**config.mk**
```make
export PLATFORM = sky130hd
export DESIGN_NAME = pool_frame_arbiter
export DESIGN_NICKNAME = d
export VERILOG_FILES = /design/src/rtl/pool_frame_arbiter_pkg.sv /design/src/rtl/pool_frame_arbiter_rr_arbiter.sv /design/src/rtl/pool_frame_arbiter.sv
export SDC_FILE = /design/constraint.sdc
export NUM_CORES = 1
export LEC_CHECK = 0
export ABC_CLOCK_PERIOD_IN_PS = 1900
export CAP_MARGIN = 20
export CORE_MARGIN = 3
export CORE_UTILIZATION = 25
export CTS_BUF_LIST = sky130_fd_sc_hd__clkbuf_4 sky130_fd_sc_hd__clkbuf_8
export CTS_CLUSTER_DIAMETER = 50
export DETAILED_ROUTE_END_ITERATION = 7
export GPL_ROUTABILITY_DRIVEN = 0
export SYNTH_ARGS = -nofsm -noshare
export SYNTH_HDL_FRONTEND = slang
export SYNTH_SLANG_ARGS = --single-unit
```
**constraint.sdc**
```tcl
create_clock -name clock -period 1.9 [get_ports clock]
set_input_delay 0.38 -clock clock [delete_from_list [all_inputs] [get_ports clock]]
set_output_delay 0.38 -clock clock [all_outputs]
set_load 0.005 [all_outputs]
```
**src/rtl/pool_frame_arbiter_pkg.sv**
```systemverilog
// pool_frame_arbiter_pkg: shared pixel type, arbiter FSM states and width helper
package pool_frame_arbiter_pkg;

    localparam int FEAT_W = 8;

    typedef logic [FEAT_W-1:0] feature_type;

    typedef enum logic [1:0] {
        IDLE,
        LOAD,
        DRAIN
    } pool_arb_state_t;

    function automatic int idx_width(input int n);
        return (n > 1) ? $clog2(n) : 1;
    endfunction

endpackage

```
**src/rtl/pool_frame_arbiter_rr_arbiter.sv**
```systemverilog
// rr_arbiter: combinational round-robin pick starting just after the last grant
module rr_arbiter
    import pool_frame_arbiter_pkg::*;
#(
    parameter int N    = 4,
    parameter int CH_W = idx_width(N)
) (
    input  logic [N-1:0]    i_req,
    input  logic [CH_W-1:0] i_last,
    output logic [CH_W-1:0] o_gnt_idx,
    output logic            o_any_req
);

    // Walk offsets from farthest to nearest so the nearest requester after i_last wins
    always_comb begin
        o_gnt_idx = '0;
        o_any_req = 1'b0;
        for (int i = N; i >= 1; i--)
            for (int c = 0; c < N; c++)
                if (i_req[c] && c == (int'(i_last) + i) % N) begin
                    o_gnt_idx = CH_W'(c);
                    o_any_req = 1'b1;
                end
    end

endmodule

```
**src/rtl/pool_frame_arbiter.sv**
```systemverilog
// pool_frame_arbiter: frame-locked round-robin sharing of one max-pool engine
module pool_frame_arbiter
    import pool_frame_arbiter_pkg::*;
#(
    parameter  int NUM_CH       = 4,
    parameter  int IMAGE_HEIGHT = 4,
    parameter  int IMAGE_WIDTH  = 4,
    parameter  int ROW_STRIDE   = 2,
    parameter  int COL_STRIDE   = 2,
    localparam int CH_W         = idx_width(NUM_CH)
) (
    input  logic                     clock,
    input  logic                     reset_n,
    input  logic [NUM_CH-1:0]        i_ch_in_valid,
    output logic [NUM_CH-1:0]        o_ch_in_ready,
    input  logic [NUM_CH*FEAT_W-1:0] i_ch_in_data,
    output logic [NUM_CH-1:0]        o_ch_out_valid,
    input  logic [NUM_CH-1:0]        i_ch_out_ready,
    output logic [FEAT_W-1:0]        o_ch_out_data,
    output logic                     o_pool_in_valid,
    input  logic                     i_pool_in_ready,
    output logic [FEAT_W-1:0]        o_pool_in_data,
    input  logic                     i_pool_out_valid,
    output logic                     o_pool_out_ready,
    input  logic [FEAT_W-1:0]        i_pool_out_data,
    output logic                     o_busy,
    output logic [CH_W-1:0]          o_active_ch,
    output logic [15:0]              o_frames_done
);

    localparam int IN_BEATS  = IMAGE_HEIGHT * IMAGE_WIDTH;
    localparam int OUT_BEATS = (IMAGE_HEIGHT / ROW_STRIDE) * (IMAGE_WIDTH / COL_STRIDE);
    localparam int CNT_W     = $clog2(IN_BEATS + 1);

    if (NUM_CH < 1 || IMAGE_HEIGHT % ROW_STRIDE != 0 || IMAGE_WIDTH % COL_STRIDE != 0) begin : g_bad_params
        $error("pool_frame_arbiter: NUM_CH must be >= 1 and frame dims divisible by strides");
    end

    pool_arb_state_t r_state, w_state_nxt;
    logic [CH_W-1:0]   r_active_ch, r_last_grant, w_gnt_idx;
    logic [CNT_W-1:0]  r_in_cnt, r_out_cnt;
    logic [15:0]       r_frames_done;
    logic              w_any_req, w_load, w_drain;
    logic              w_sel_in_valid, w_sel_out_ready;
    feature_type       w_sel_in_data;
    logic [NUM_CH-1:0] w_onehot;
    logic              w_in_hs, w_out_hs, w_in_last, w_out_last;

    rr_arbiter #(.N(NUM_CH), .CH_W(CH_W)) u_rr (
        .i_req     (i_ch_in_valid),
        .i_last    (r_last_grant),
        .o_gnt_idx (w_gnt_idx),
        .o_any_req (w_any_req)
    );

    // Select the granted channel's request-side signals and build its one-hot mask
    always_comb begin
        w_onehot        = '0;
        w_sel_in_valid  = 1'b0;
        w_sel_in_data   = '0;
        w_sel_out_ready = 1'b0;
        for (int c = 0; c < NUM_CH; c++)
            if (CH_W'(c) == r_active_ch) begin
                w_onehot[c]     = 1'b1;
                w_sel_in_valid  = i_ch_in_valid[c];
                w_sel_in_data   = i_ch_in_data[c*FEAT_W +: FEAT_W];
                w_sel_out_ready = i_ch_out_ready[c];
            end
    end

    assign w_load     = r_state == LOAD;
    assign w_drain    = r_state == DRAIN;
    assign w_in_hs    = w_load & w_sel_in_valid & i_pool_in_ready;
    assign w_out_hs   = w_drain & i_pool_out_valid & w_sel_out_ready;
    assign w_in_last  = w_in_hs & (r_in_cnt == CNT_W'(IN_BEATS - 1));
    assign w_out_last = w_out_hs & (r_out_cnt == CNT_W'(OUT_BEATS - 1));

    // Next state and the handshake routing; everything is silent outside the owning phase
    always_comb begin
        w_state_nxt      = r_state;
        o_pool_in_valid  = w_load & w_sel_in_valid;
        o_pool_in_data   = w_load ? w_sel_in_data : '0;
        o_ch_in_ready    = (w_load & i_pool_in_ready) ? w_onehot : '0;
        o_ch_out_valid   = (w_drain & i_pool_out_valid) ? w_onehot : '0;
        o_pool_out_ready = w_drain & w_sel_out_ready;
        o_ch_out_data    = w_drain ? i_pool_out_data : '0;
        o_busy           = r_state != IDLE;
        case (r_state)
            IDLE:    w_state_nxt = w_any_req ? LOAD : IDLE;
            LOAD:    w_state_nxt = w_in_last ? DRAIN : LOAD;
            DRAIN:   w_state_nxt = w_out_last ? IDLE : DRAIN;
            default: w_state_nxt = IDLE;
        endcase
    end

    // State register
    always_ff @(posedge clock or negedge reset_n) begin
        if (!reset_n)
            r_state <= IDLE;
        else
            r_state <= w_state_nxt;
    end

    // Grant capture, beat counters, fairness pointer and frame counter
    always_ff @(posedge clock or negedge reset_n) begin
        if (!reset_n) begin
            r_active_ch   <= '0;
            r_last_grant  <= CH_W'(NUM_CH - 1);
            r_in_cnt      <= '0;
            r_out_cnt     <= '0;
            r_frames_done <= '0;
        end else begin
            if (r_state == IDLE && w_any_req)
                r_active_ch <= w_gnt_idx;
            if (w_in_hs)
                r_in_cnt <= w_in_last ? '0 : r_in_cnt + 1'b1;
            if (w_out_hs)
                r_out_cnt <= w_out_last ? '0 : r_out_cnt + 1'b1;
            if (w_out_last) begin
                r_last_grant  <= r_active_ch;
                r_frames_done <= r_frames_done + 16'd1;
            end
        end
    end

    assign o_active_ch   = r_active_ch;
    assign o_frames_done = r_frames_done;

endmodule

```
==> summary.md <==
| Metric | Value |
|---|---|
| Depth of the worst register-to-register path | `8` |
| Number of different library cells in the post-synthesis netlist | `38` |
| Final WS setup | `-152 ps` |
| Transition time at the pin with the least slew margin | `423 ps` |
| Result of the run | `complete, but fails checks` |
| Worst slew margin relative to its limit | `0.716` |
| Ratio of cells with drive above 1 in the final layout | `0.349` |
| Clock-pin slew reported for the worst setup and hold paths after clock tree synthesis | `70 ps` |
| Hold crit path type | `flip-flop to flip-flop` |
| Clock sink count | `32` |
| GRT Util Overall | `0.134` |
| Clock tree skew after final layout | `5.41 ps` |
| Hold Vio Cnt, Final | `0` |
| Number of antenna-violating nets in the routed design | `0` |
| Flop2flop setup slack | `-120 ps` |
| CP Cell Sequence | `buf_6, buf_6, mux4_2, and2_1, buf_2` |
| Synth warn | `0` |
| Via count | `1890` |
| Core region area | `7490 µm²` |
| CTS buffer count | `5` |
| # hold bufs at CTS | `0` |
| Worst Hold Depth | `1` |
| Total of flip-flops plus latches after synthesis | `32` |
| Footprint of the multi-input gates | `1230 µm²` |
| Most common cell after layout, fill and taps aside | `sky130_fd_sc_hd__clkdlybuf4s50_1` |
| Largest net degree at the start of global routing | `33` |
| Width of the die | `95.0 µm` |
| Maximum Capacitance Violations | `0` |
| Root Driver | `sky130_fd_sc_hd__clkbuf_8` |
| Biggest fanout along the worst timing path | `3` |
| Via-to-Cell Ratio | `4.50` |
| Number of ports placed on the die boundary | `97` |
| Worst Hold Margin | `476 ps` |
| Worst setup path class | `flip-flop to output pin` |
| Final worst path period need | `2050 ps` |
| Final cell utilization of the core | `0.480` |
| Post-route fraction of the period consumed by the critical path | `1.08` |
| DRT iter0 DRCs | `97` |
| Critical Path Most Common Cell | `sky130_fd_sc_hd__buf_6` |
| Number of input and output port buffers inserted | `96` |
| Layout Cell Area excl Fill | `3590 µm²` |
| Final nets | `376` |
| Cell area power density | `981 nW/µm²` |
| Synth-to-layout area growth | `81.2%` |
| Cell area after placement | `3190 µm²` |
| Routed length per instance | `14.5 µm` |
| R2R Path Start | `o_active_ch[0]` |
| Share of the yosys chip area belonging to registers | `0.405` |
| Static leakage | `1.58 nW` |
| Site Rows | `31` |
| RSZ-0062 raised after global routing | `true` |
| Number of setup violations in the final report | `16` |
| CTS H-tree depth | `2` |
| First-pass GRT wire length | `9540 µm` |
| Critical Path Source Type | `flip-flop` |
| Buffer depth of the longest clock path | `2` |
| Achievable frequency | `487 MHz` |
| Critical path data required time | `1520 ps` |
| Seq. cell area | `805 µm²` |
| Number of antenna violations at the first check in global routing | `0` |
| Final routed wirelength across all metal layers | `6110 µm` |
| Clock tree from TritonCTS | `built` |
| Max Slew Vio Count | `0` |
| Post-Synthesis Net Count | `243` |
| Slowest cell delay on critical path | `490 ps` |
| PnR Total Power | `3.52 mW` |
| Mean area per synthesized cell | `10.6 µm²` |
| Diode count | `0` |
| Detailed Place HPWL | `4540 µm` |
| Setup crit start | `o_active_ch[0]` |
| Commonest cells after routing, fill and taps aside | `sky130_fd_sc_hd__clkdlybuf4s50_1 (66), sky130_fd_sc_hd__dfrtp_1 (29), sky130_fd_sc_hd__buf_4 (23), sky130_fd_sc_hd__buf_6 (22), sky130_fd_sc_hd__xnor2_1 (15)` |
| Cell area after synthesis | `1980 µm²` |
| Overflow left after global routing | `0` |
| Data arrival time of the critical path | `1670 ps` |
| Clock network latency to the later pin of the worst-skew pair | `280 ps` |
| Number of detailed-routing iterations run before antenna repair | `4` |
| Total Die Area | `9030 µm²` |
| Number of filler cells placed in the layout | `700` |
| Starting density of the core | `0.265` |
| Endpoint of the lowest-slack register-to-register path | `r_out_cnt[2]` |
| Kind of end point of the critical path | `output pin` |
| Slowest-stage cell, CP | `sky130_fd_sc_hd__mux4_2` |
| # DRC | `0` |
| Final sum of negative setup slack | `-1440 ps` |
| Peak supply drop | `0.000406 V` |
| Synthesized instance count | `187` |
| Vias in the first global route | `1955` |
| Failing checks | `setup timing` |
| CP endpoint | `o_pool_out_ready` |
| Die outline height | `95.0 µm` |
-- cells by family after synthesis --
| group | share of synthesized area |
|---|---|
| flip-flops | 0.405 |
| AO/OA/AOI/OAI | 0.0606 |
| adder cells (fa/ha/maj) | 0.0253 |
| XOR/XNOR | 0.0751 |
| AND/OR/NAND/NOR | 0.235 |
| multiplexers | 0.166 |
| buffers and inverters | 0.0328 |
-- sequential cells by signal, summed over array words and instances, names as in the netlist --
register and flops:
o_frames_done 16, r_in_cnt 5, r_out_cnt 5, o_active_ch 2
r_last_grant 2, r_state 2
-- stage by stage --
step	cells	setup slack [ps]
after CTS	419	-199
after global routing	420	-209
after detailed placement	397	-420
after global placement	397	-403
final	420	-152
after floorplan	187	121
-- what timing repair did --
| action | in CTS | in global routing |
|---|---|---|
| cloned | 1 | 0 |
| endpoints found under the setup margin | 32 | 45 |
| buffers inserted | 14 | 3 |
| pin swaps | 10 | 5 |
| gates resized for setup | 106 | 42 |
-- metal layers --
| metal | wire (µm) | vias up | global-route usage |
|---|---|---|---|
| li1 | - | 931 | - |
| met1 | 2660 | 922 | 0.181 |
| met2 | 3210 | 30 | 0.218 |
| met3 | 182 | 7 | 0.0308 |
| met4 | 60 | 0 | 0.0325 |
| met5 | 0 | - | 0 |
-- worst max-delay path, delay by kind of cell, from the launching register on --
kind                   cells  cell delay [ps]
AND/OR/NAND/NOR            1              150
buffers and inverters      3              350
flip-flops                 1              410
multiplexers               1              490
-- cell type report --
cell class,instances,share of cell area
clock buffer,7,0.0268
clock inverter,1,0.00836
inverter,3,0.00314
multi-input combinational,143,0.342
sequential,32,0.224
tap,99,0.0345
timing repair buffer,135,0.361
-- worst min path at each step --
| stage | start | end |
|---|---|---|
| after floorplan | reset_n | o_active_ch[0] |
| after global placement | r_in_cnt[4] | r_in_cnt[4] |
| after detailed placement | r_in_cnt[3] | r_in_cnt[3] |
| after CTS | r_in_cnt[3] | r_in_cnt[3] |
| after global routing | o_frames_done[15] | o_frames_done[15] |
| final | o_frames_done[15] | o_frames_done[15] |
-- synth_stat cells (all sizes together) --
| cell | n | area share |
|---|---|---|
| xor2 | 2 | 0.0088 |
| a2bb2oi | 1 | 0.0044 |
| nor3 | 3 | 0.0076 |
| and3 | 3 | 0.0095 |
| nor2b | 3 | 0.0095 |
| ha | 4 | 0.025 |
| a21o | 1 | 0.0038 |
| buf | 7 | 0.023 |
| dfrtp | 30 | 0.38 |
| o21ai | 7 | 0.018 |
| inv | 3 | 0.0057 |
| a31oi | 2 | 0.0063 |
| xnor2 | 15 | 0.066 |
| or2 | 1 | 0.0032 |
| nand2b | 3 | 0.0095 |
| nor4b | 1 | 0.0076 |
| dfstp | 2 | 0.027 |
| mux2i | 1 | 0.0051 |
| nor2 | 13 | 0.025 |
| and3b | 1 | 0.0044 |
| and2 | 19 | 0.061 |
| nand3 | 10 | 0.025 |
| and4 | 4 | 0.018 |
| o21a | 1 | 0.0038 |
| o31ai | 3 | 0.011 |
| a21oi | 3 | 0.0076 |
| mux4 | 10 | 0.12 |
| clkbuf | 2 | 0.0038 |
| nand4 | 6 | 0.019 |
| o221a | 1 | 0.0057 |
| mux2 | 6 | 0.038 |
| nand2 | 19 | 0.036 |
-- report_power, final --
part           leakage, nW  internal [mW]  switching (mW)
Combinational         1.09           1.26           0.697
Clock               0.0645          0.463           0.247
Sequential           0.425          0.768          0.0902
Total                 1.58           2.49            1.03
Power figures use the tool's default switching activity.
